## config.mk

```make
export PLATFORM = sky130hd
export DESIGN_NAME = wb_mem_arbiter_2m_flat
export DESIGN_NICKNAME = d
export VERILOG_FILES = /design/src/rtl/wb_mem_arbiter_2m_if.sv /design/src/rtl/wb_mem_arbiter_2m.sv /design/src/flat_wrapper.sv
export SDC_FILE = /design/constraint.sdc
export NUM_CORES = 1
export LEC_CHECK = 0
export BUFFER_PORTS_ARGS = -buffer_cell sky130_fd_sc_hd__buf_4
export CORE_AREA = 8 8 126 128
export CTS_CLUSTER_DIAMETER = 30
export DETAILED_ROUTE_END_ITERATION = 8
export DIE_AREA = 0 0 134 136
export SLEW_MARGIN = 0
export SYNTH_ARGS = -nofsm -noshare
export SYNTH_HDL_FRONTEND = slang
export SYNTH_SLANG_ARGS = --single-unit
```

## constraint.sdc

```tcl
create_clock -name wb_clk_i -period 2.09 [get_ports wb_clk_i]
set_clock_uncertainty 0.1 [all_clocks]
set_input_delay 0.3135 -clock wb_clk_i [delete_from_list [all_inputs] [get_ports wb_clk_i]]
set_output_delay 0.3135 -clock wb_clk_i [all_outputs]
set_load 0.01 [all_outputs]
```

## src/rtl/wb_mem_arbiter_2m_if.sv

```systemverilog
// Wishbone B4 point-to-point bundle. The master modport drives the request;
// the slave modport returns read data and the response.
interface wb_mem_arbiter_2m_if #(
   parameter int AW = 32,
   parameter int DW = 32
);
   logic [AW-1:0]   adr;
   logic [DW-1:0]   dat_w;
   logic [DW-1:0]   dat_r;
   logic [DW/8-1:0] sel;
   logic            we;
   logic            cyc;
   logic            stb;
   logic [2:0]      cti;
   logic [1:0]      bte;
   logic            ack;
   logic            err;
   logic            rty;

   modport master (output adr, dat_w, sel, we, cyc, stb, cti, bte,
                   input  dat_r, ack, err, rty);
   modport slave  (input  adr, dat_w, sel, we, cyc, stb, cti, bte,
                   output dat_r, ack, err, rty);
endinterface

```

## src/rtl/wb_mem_arbiter_2m.sv

```systemverilog
// Two-master Wishbone arbiter: round-robin grant held for a whole CYC, with a
// per-beat ack watchdog that converts a hung slave into ERR to the granted master.
module wb_mem_arbiter_2m #(
   parameter int AW      = 32,
   parameter int DW      = 32,
   parameter int TIMEOUT = 256
)(
   input  logic                 wb_clk_i,
   input  logic                 wb_rst_n,
   wb_mem_arbiter_2m_if.slave   m0,
   wb_mem_arbiter_2m_if.slave   m1,
   wb_mem_arbiter_2m_if.master  s,
   output logic [1:0]           gnt_o
);
   localparam logic [1:0] IDLE = 2'd0;
   localparam logic [1:0] G0   = 2'd1;
   localparam logic [1:0] G1   = 2'd2;

   logic [1:0] state, nxt;
   logic       last;      // 0: M0 held the bus most recently, 1: M1
   logic       g0, g1;
   logic       gstb, resp, abort;
   logic       err, ack, rty;

   assign g0    = (state == G0);
   assign g1    = (state == G1);
   assign gnt_o = {g1, g0};

   always_comb begin
      nxt = state;
      case (state)
         G0: if (!m0.cyc) nxt = m1.cyc ? G1 : IDLE;
         G1: if (!m1.cyc) nxt = m0.cyc ? G0 : IDLE;
         default: begin
            if (m0.cyc && m1.cyc) nxt = last ? G0 : G1;
            else if (m0.cyc)      nxt = G0;
            else if (m1.cyc)      nxt = G1;
            else                  nxt = IDLE;
         end
      endcase
   end

   always_ff @(posedge wb_clk_i or negedge wb_rst_n) begin
      if (!wb_rst_n) begin
         state <= IDLE;
         last  <= 1'b1;
      end else begin
         state <= nxt;
         if (nxt == G0)      last <= 1'b0;
         else if (nxt == G1) last <= 1'b1;
      end
   end

   assign s.adr   = g0 ? m0.adr   : g1 ? m1.adr   : {AW{1'b0}};
   assign s.dat_w = g0 ? m0.dat_w : g1 ? m1.dat_w : {DW{1'b0}};
   assign s.sel   = g0 ? m0.sel   : g1 ? m1.sel   : {(DW/8){1'b0}};
   assign s.we    = (g0 & m0.we)  | (g1 & m1.we);
   assign s.cyc   = (g0 & m0.cyc) | (g1 & m1.cyc);
   assign s.cti   = g0 ? m0.cti   : g1 ? m1.cti   : 3'b000;
   assign s.bte   = g0 ? m0.bte   : g1 ? m1.bte   : 2'b00;
   assign s.stb   = gstb & !abort;

   assign gstb = (g0 & m0.stb) | (g1 & m1.stb);
   assign resp = s.ack | s.err | s.rty;

   generate
      if (TIMEOUT > 0) begin : g_wdog
         localparam int WW = $clog2(TIMEOUT + 1);
         logic [WW-1:0] wdog;

         // A late ack on the expiry cycle still completes the beat normally.
         assign abort = gstb && (wdog == WW'(TIMEOUT)) && !s.ack;

         always_ff @(posedge wb_clk_i or negedge wb_rst_n) begin
            if (!wb_rst_n)                  wdog <= '0;
            else if (!gstb || resp || abort) wdog <= '0;
            else if (wdog != WW'(TIMEOUT))  wdog <= wdog + 1'b1;
         end
      end else begin : g_no_wdog
         assign abort = 1'b0;
      end
   endgenerate

   // A misbehaving slave may raise several responses at once; pass only one.
   assign err = s.err | abort;
   assign ack = s.ack & !err;
   assign rty = s.rty & !err & !s.ack;

   assign m0.dat_r = s.dat_r;
   assign m1.dat_r = s.dat_r;
   assign m0.ack   = g0 & m0.cyc & ack;
   assign m0.err   = g0 & m0.cyc & err;
   assign m0.rty   = g0 & m0.cyc & rty;
   assign m1.ack   = g1 & m1.cyc & ack;
   assign m1.err   = g1 & m1.cyc & err;
   assign m1.rty   = g1 & m1.cyc & rty;
endmodule

```

## src/flat_wrapper.sv

```systemverilog
// flat-port wrapper written by rule: the top's interface ports become plain ports
module wb_mem_arbiter_2m_flat 
#(
   parameter int AW      = 32,
   parameter int DW      = 32,
   parameter int TIMEOUT = 256
)
  (wb_clk_i, wb_rst_n, gnt_o, m0_adr, m0_dat_w, m0_sel, m0_we, m0_cyc, m0_stb, m0_cti, m0_bte, m0_dat_r, m0_ack, m0_err, m0_rty, m1_adr, m1_dat_w, m1_sel, m1_we, m1_cyc, m1_stb, m1_cti, m1_bte, m1_dat_r, m1_ack, m1_err, m1_rty, s_adr, s_dat_w, s_sel, s_we, s_cyc, s_stb, s_cti, s_bte, s_dat_r, s_ack, s_err, s_rty);
  wb_mem_arbiter_2m_if #(.AW(AW), .DW(DW)) m0_i ();
  wb_mem_arbiter_2m_if #(.AW(AW), .DW(DW)) m1_i ();
  wb_mem_arbiter_2m_if #(.AW(AW), .DW(DW)) s_i ();
  input  logic wb_clk_i;
  input  logic wb_rst_n;
  output logic [1:0] gnt_o;
  input wire logic [$bits(m0_i.adr)-1:0] m0_adr;
  input wire logic [$bits(m0_i.dat_w)-1:0] m0_dat_w;
  input wire logic [$bits(m0_i.sel)-1:0] m0_sel;
  input wire logic [$bits(m0_i.we)-1:0] m0_we;
  input wire logic [$bits(m0_i.cyc)-1:0] m0_cyc;
  input wire logic [$bits(m0_i.stb)-1:0] m0_stb;
  input wire logic [$bits(m0_i.cti)-1:0] m0_cti;
  input wire logic [$bits(m0_i.bte)-1:0] m0_bte;
  output wire logic [$bits(m0_i.dat_r)-1:0] m0_dat_r;
  output wire logic [$bits(m0_i.ack)-1:0] m0_ack;
  output wire logic [$bits(m0_i.err)-1:0] m0_err;
  output wire logic [$bits(m0_i.rty)-1:0] m0_rty;
  input wire logic [$bits(m1_i.adr)-1:0] m1_adr;
  input wire logic [$bits(m1_i.dat_w)-1:0] m1_dat_w;
  input wire logic [$bits(m1_i.sel)-1:0] m1_sel;
  input wire logic [$bits(m1_i.we)-1:0] m1_we;
  input wire logic [$bits(m1_i.cyc)-1:0] m1_cyc;
  input wire logic [$bits(m1_i.stb)-1:0] m1_stb;
  input wire logic [$bits(m1_i.cti)-1:0] m1_cti;
  input wire logic [$bits(m1_i.bte)-1:0] m1_bte;
  output wire logic [$bits(m1_i.dat_r)-1:0] m1_dat_r;
  output wire logic [$bits(m1_i.ack)-1:0] m1_ack;
  output wire logic [$bits(m1_i.err)-1:0] m1_err;
  output wire logic [$bits(m1_i.rty)-1:0] m1_rty;
  output wire logic [$bits(s_i.adr)-1:0] s_adr;
  output wire logic [$bits(s_i.dat_w)-1:0] s_dat_w;
  output wire logic [$bits(s_i.sel)-1:0] s_sel;
  output wire logic [$bits(s_i.we)-1:0] s_we;
  output wire logic [$bits(s_i.cyc)-1:0] s_cyc;
  output wire logic [$bits(s_i.stb)-1:0] s_stb;
  output wire logic [$bits(s_i.cti)-1:0] s_cti;
  output wire logic [$bits(s_i.bte)-1:0] s_bte;
  input wire logic [$bits(s_i.dat_r)-1:0] s_dat_r;
  input wire logic [$bits(s_i.ack)-1:0] s_ack;
  input wire logic [$bits(s_i.err)-1:0] s_err;
  input wire logic [$bits(s_i.rty)-1:0] s_rty;
  assign m0_i.adr = m0_adr;
  assign m0_i.dat_w = m0_dat_w;
  assign m0_i.sel = m0_sel;
  assign m0_i.we = m0_we;
  assign m0_i.cyc = m0_cyc;
  assign m0_i.stb = m0_stb;
  assign m0_i.cti = m0_cti;
  assign m0_i.bte = m0_bte;
  assign m0_dat_r = m0_i.dat_r;
  assign m0_ack = m0_i.ack;
  assign m0_err = m0_i.err;
  assign m0_rty = m0_i.rty;
  assign m1_i.adr = m1_adr;
  assign m1_i.dat_w = m1_dat_w;
  assign m1_i.sel = m1_sel;
  assign m1_i.we = m1_we;
  assign m1_i.cyc = m1_cyc;
  assign m1_i.stb = m1_stb;
  assign m1_i.cti = m1_cti;
  assign m1_i.bte = m1_bte;
  assign m1_dat_r = m1_i.dat_r;
  assign m1_ack = m1_i.ack;
  assign m1_err = m1_i.err;
  assign m1_rty = m1_i.rty;
  assign s_adr = s_i.adr;
  assign s_dat_w = s_i.dat_w;
  assign s_sel = s_i.sel;
  assign s_we = s_i.we;
  assign s_cyc = s_i.cyc;
  assign s_stb = s_i.stb;
  assign s_cti = s_i.cti;
  assign s_bte = s_i.bte;
  assign s_i.dat_r = s_dat_r;
  assign s_i.ack = s_ack;
  assign s_i.err = s_err;
  assign s_i.rty = s_rty;
  wb_mem_arbiter_2m #(.AW(AW), .DW(DW), .TIMEOUT(TIMEOUT)) u_core (.wb_clk_i(wb_clk_i), .wb_rst_n(wb_rst_n), .m0(m0_i), .m1(m1_i), .s(s_i), .gnt_o(gnt_o));
endmodule
```

==> metrics.md <==
| Metric | Value |
|---|---|
| Clock buffer depth | `2` |
| Sequential share of the synthesized area | `0.147` |
| Syn avg cell area | `8.37 sq um` |
| Cell Chain, Critical Path | `buf_6 -> ha_4 -> a22oi_2 -> nor2_2 -> a2111oi_2 -> buf_4` |
| Number of buffers created by CTS | `3` |
| Syn nets | `439` |
| Post-Synth Simple-Gate Area | `0.0989` |
| Initial drt markers | `78` |
| Final Instance Area | `4370 sq um` |
| DR WL/cell | `26.6 microns` |
| Failing checks | `negative setup slack` |
| Max FO, Critical Path | `4` |
| CTS tree | `built` |
| Number of distinct library cells after synthesis | `39` |
| RSZ-0062 raised after global routing | `yes` |
| Worst skew pair latency | `0.24 ns` |
| RR Startpoint | `u_core.state[1]` |
| Worst Hold Path EP | `u_core.state[1]` |
| Initial antenna violation count | `1` |
| Hold path startpoint | `m1_cyc` |
| Area of the core | `14000 sq um` |
| # DRC | `0` |
| H-tree depth | `1` |
| Cells after synthesis | `245` |
| Boundary Pins | `337` |
| Worst Reg2Reg Path Length in Cells | `8` |
| Setup Total Neg Slack | `-3.16 ns` |
| Cell family with most CP delay | `compound AO/OA/AOI/OAI gates` |
| Die Height | `136 microns` |
| Placed cells | `593` |
| Antenna Nets Post-Route | `0` |
| Via count | `2701` |
| Number of synthesized register bits | `12` |
| Critical Path AT | `1.77 ns` |
| Post-Syn Area | `2050 sq um` |
| Die Span X | `134 microns` |
| WP data required | `1.68 ns` |
| Post-synthesis compound-gate area fraction | `0.401` |
| Slowest-stage cell, CP | `dfrtp_1` |
| Remaining global-route overflow | `0` |
| Die ar. | `18200 sq um` |
| Crit start category | `register` |
| Initial Utilization | `0.146` |
| Final setup vio count | `69` |
| Max-Cap Viols | `0` |
| Minimum clock period after layout | `2.18 ns` |
| Number of global-route vias before repair | `2790` |
| Clock transition at path regs | `0.04 ns` |
| GRT Util Overall | `0.159` |
| Largest stage delay, worst path | `0.39 ns` |
| Final Net Count | `630` |
| Buf+Inv Stages, Crit Path | `2` |
| WHS Path Cells | `2` |
| Global-route wire length before repair | `21100 microns` |
| Warnings, synthesis | `0` |
| Combinational family with the most area after synthesis | `compound AO/OA/AOI/OAI gates` |
| DRT Wirelength | `16500 microns` |
| Final Hold Viols | `0` |
| Area delta synth->final | `113%` |
| Dpl cell area | `3610 sq um` |
| Multiplexer share of the synthesized area | `0.0104` |
| Worst Tran Pin Value | `0.456 ns` |
| Fin cells | `620` |
| CP endpoint kind | `output port` |
| Worst setup margin | `-0.0931 ns` |
| Slew HR | `0.696` |
| Post-Synth Adder-Cell Area | `0.0305` |
| DP Wirelength | `13500 microns` |
| Row cnt | `44` |
| Cell Pwr Density | `1100 nW/um^2` |
| GPL Wtd Cong | `0.846` |
| Clk root buf | `clkbuf_16` |
| Path type of the worst setup path | `reg2out` |
| Largest net degree at the start of global routing | `39` |
| Status | `finished, violations left` |
| I/O Buffers | `240` |
| First-pass DRT Iterations | `6` |
| Minimum setup slack among reg-to-reg paths | `0.14 ns` |
| R2r endpoint | `u_core.last` |
| Static leakage | `2.14 nW` |
| Via density | `4.36` |
| Slew Limit Fails | `0` |
| HP Class | `in2reg` |
| Post-synthesis xor/xnor area fraction | `0.00855` |
| CTS sink cnt | `12` |
| Achievable Freq | `0.458 GHz` |
| Tcrit/Tclk final | `1.04` |
| Fraction of layout cells with a size suffix above 1 | `0.710` |
| Worst VDD drop | `377 uV` |
[how the worst max path moves through the flow]
stage	from	endpoint	depth (start not counted)
after floorplan	u_core.state[0]	m0_rty	5
after global placement	u_core.state[0]	u_core.g_wdog.wdog[5]	6
after detailed placement	u_core.state[0]	u_core.g_wdog.wdog[6]	6
after CTS	u_core.g_wdog.wdog[5]	m1_err	4
after global routing	u_core.state[1]	m0_rty	6
final	u_core.state[1]	m0_rty	6
[synthesized netlist by cell type, drive strengths merged]
cell / n / area share
a2111oi: 2 / 0.0085
a211oi: 5 / 0.031
a21oi: 1 / 0.0043
a22o: 73 / 0.31
a22oi: 1 / 0.0061
a2bb2oi: 1 / 0.0043
a32o: 1 / 0.0049
a32oi: 1 / 0.0043
buf: 74 / 0.26
clkbuf: 11 / 0.020
dfrtp: 11 / 0.13
dfstp: 1 / 0.013
ha: 5 / 0.031
inv: 10 / 0.018
mux2: 1 / 0.0055
mux2i: 1 / 0.0049
nand2: 8 / 0.015
nand2b: 2 / 0.0061
nand3: 3 / 0.0073
nand4: 2 / 0.0061
nand4bb: 1 / 0.0055
nor2: 7 / 0.013
nor2b: 1 / 0.0031
nor3: 3 / 0.012
nor3b: 1 / 0.0061
o211ai: 1 / 0.0037
o21ai: 7 / 0.017
o41a: 1 / 0.0055
or2: 1 / 0.0031
or3: 4 / 0.013
or4: 2 / 0.0092
xnor2: 1 / 0.0043
xor2: 1 / 0.0043
[logic make-up (layout without fill, tap and decap cells)]
group                    count (synthesis)  count (layout)
XOR/XNOR                                 2               2
flip-flops                              12              12
AO/OA/AOI/OAI                           94              94
buffers and inverters                   95             285
multiplexers                             2               2
AND/OR/NAND/NOR                         35              35
other                                    0               1
adder cells (fa/ha/maj)                  5               5
[per-stage QoR]
step	total power [mW]	hold slack, ns	setup WS (ns)	utilization
after floorplan	1.83	-0.0821	-0.0266	-
after global placement	3.43	0.0650	0.0838	0.257
after detailed placement	3.44	0.0702	0.0219	0.257
after CTS	4.40	0.279	-0.0885	0.288
after global routing	5.12	0.293	-0.174	0.311
final	4.82	0.284	-0.0931	0.311
[flip-flops by register name, indices dropped and copies added, names as in the netlist]
signal	cells
u_core.state	2
u_core.last	1
u_core.g_wdog.wdog	9
[cell type report]
type	count	area (sq um)
timing repair buffer	271	2430
clock buffer	4	88.8
antenna	1	2.50
fill	1504	9670
inverter	10	37.5
sequential	12	302
tap	184	230
multi-input combinational	138	1280
[metal layers]
layer	global-route usage	share of wire
met3	0.123	0.17
met5	0	0
met4	0.0212	0.016
met1	0.159	0.35
met2	0.262	0.47
[repair_timing]
item                                   in CTS  in global routing
setup endpoints to repair                  77                 82
endpoints found under the hold margin      11                  0
hold buffers                                1                  0
gates resized for setup                    44                 25
gates cloned                                4                  7
pin swaps                                   7                 16
buffers inserted                            8                  2
[cells in the final DEF, fill, tap and decap left out, drive strengths merged, types with 2 or more instances in the layout]
cell,n
buf,264
a22o,73
dfrtp,11
clkbuf,10
inv,10
nand2,8
o21ai,7
nor2,7
a211oi,5
ha,5
or3,4
nand3,3
nor3,3
or4,2
nand4,2
nand2b,2
a2111oi,2
[power by group]
| group | switching, mW | internal, mW |
|---|---|---|
| clock network | 0.0973 | 0.289 |
| registers | 0.0241 | 0.264 |
| logic | 1.87 | 2.28 |
| total | 1.99 | 2.83 |
No activity file was read; power rests on OpenSTA's default activity.
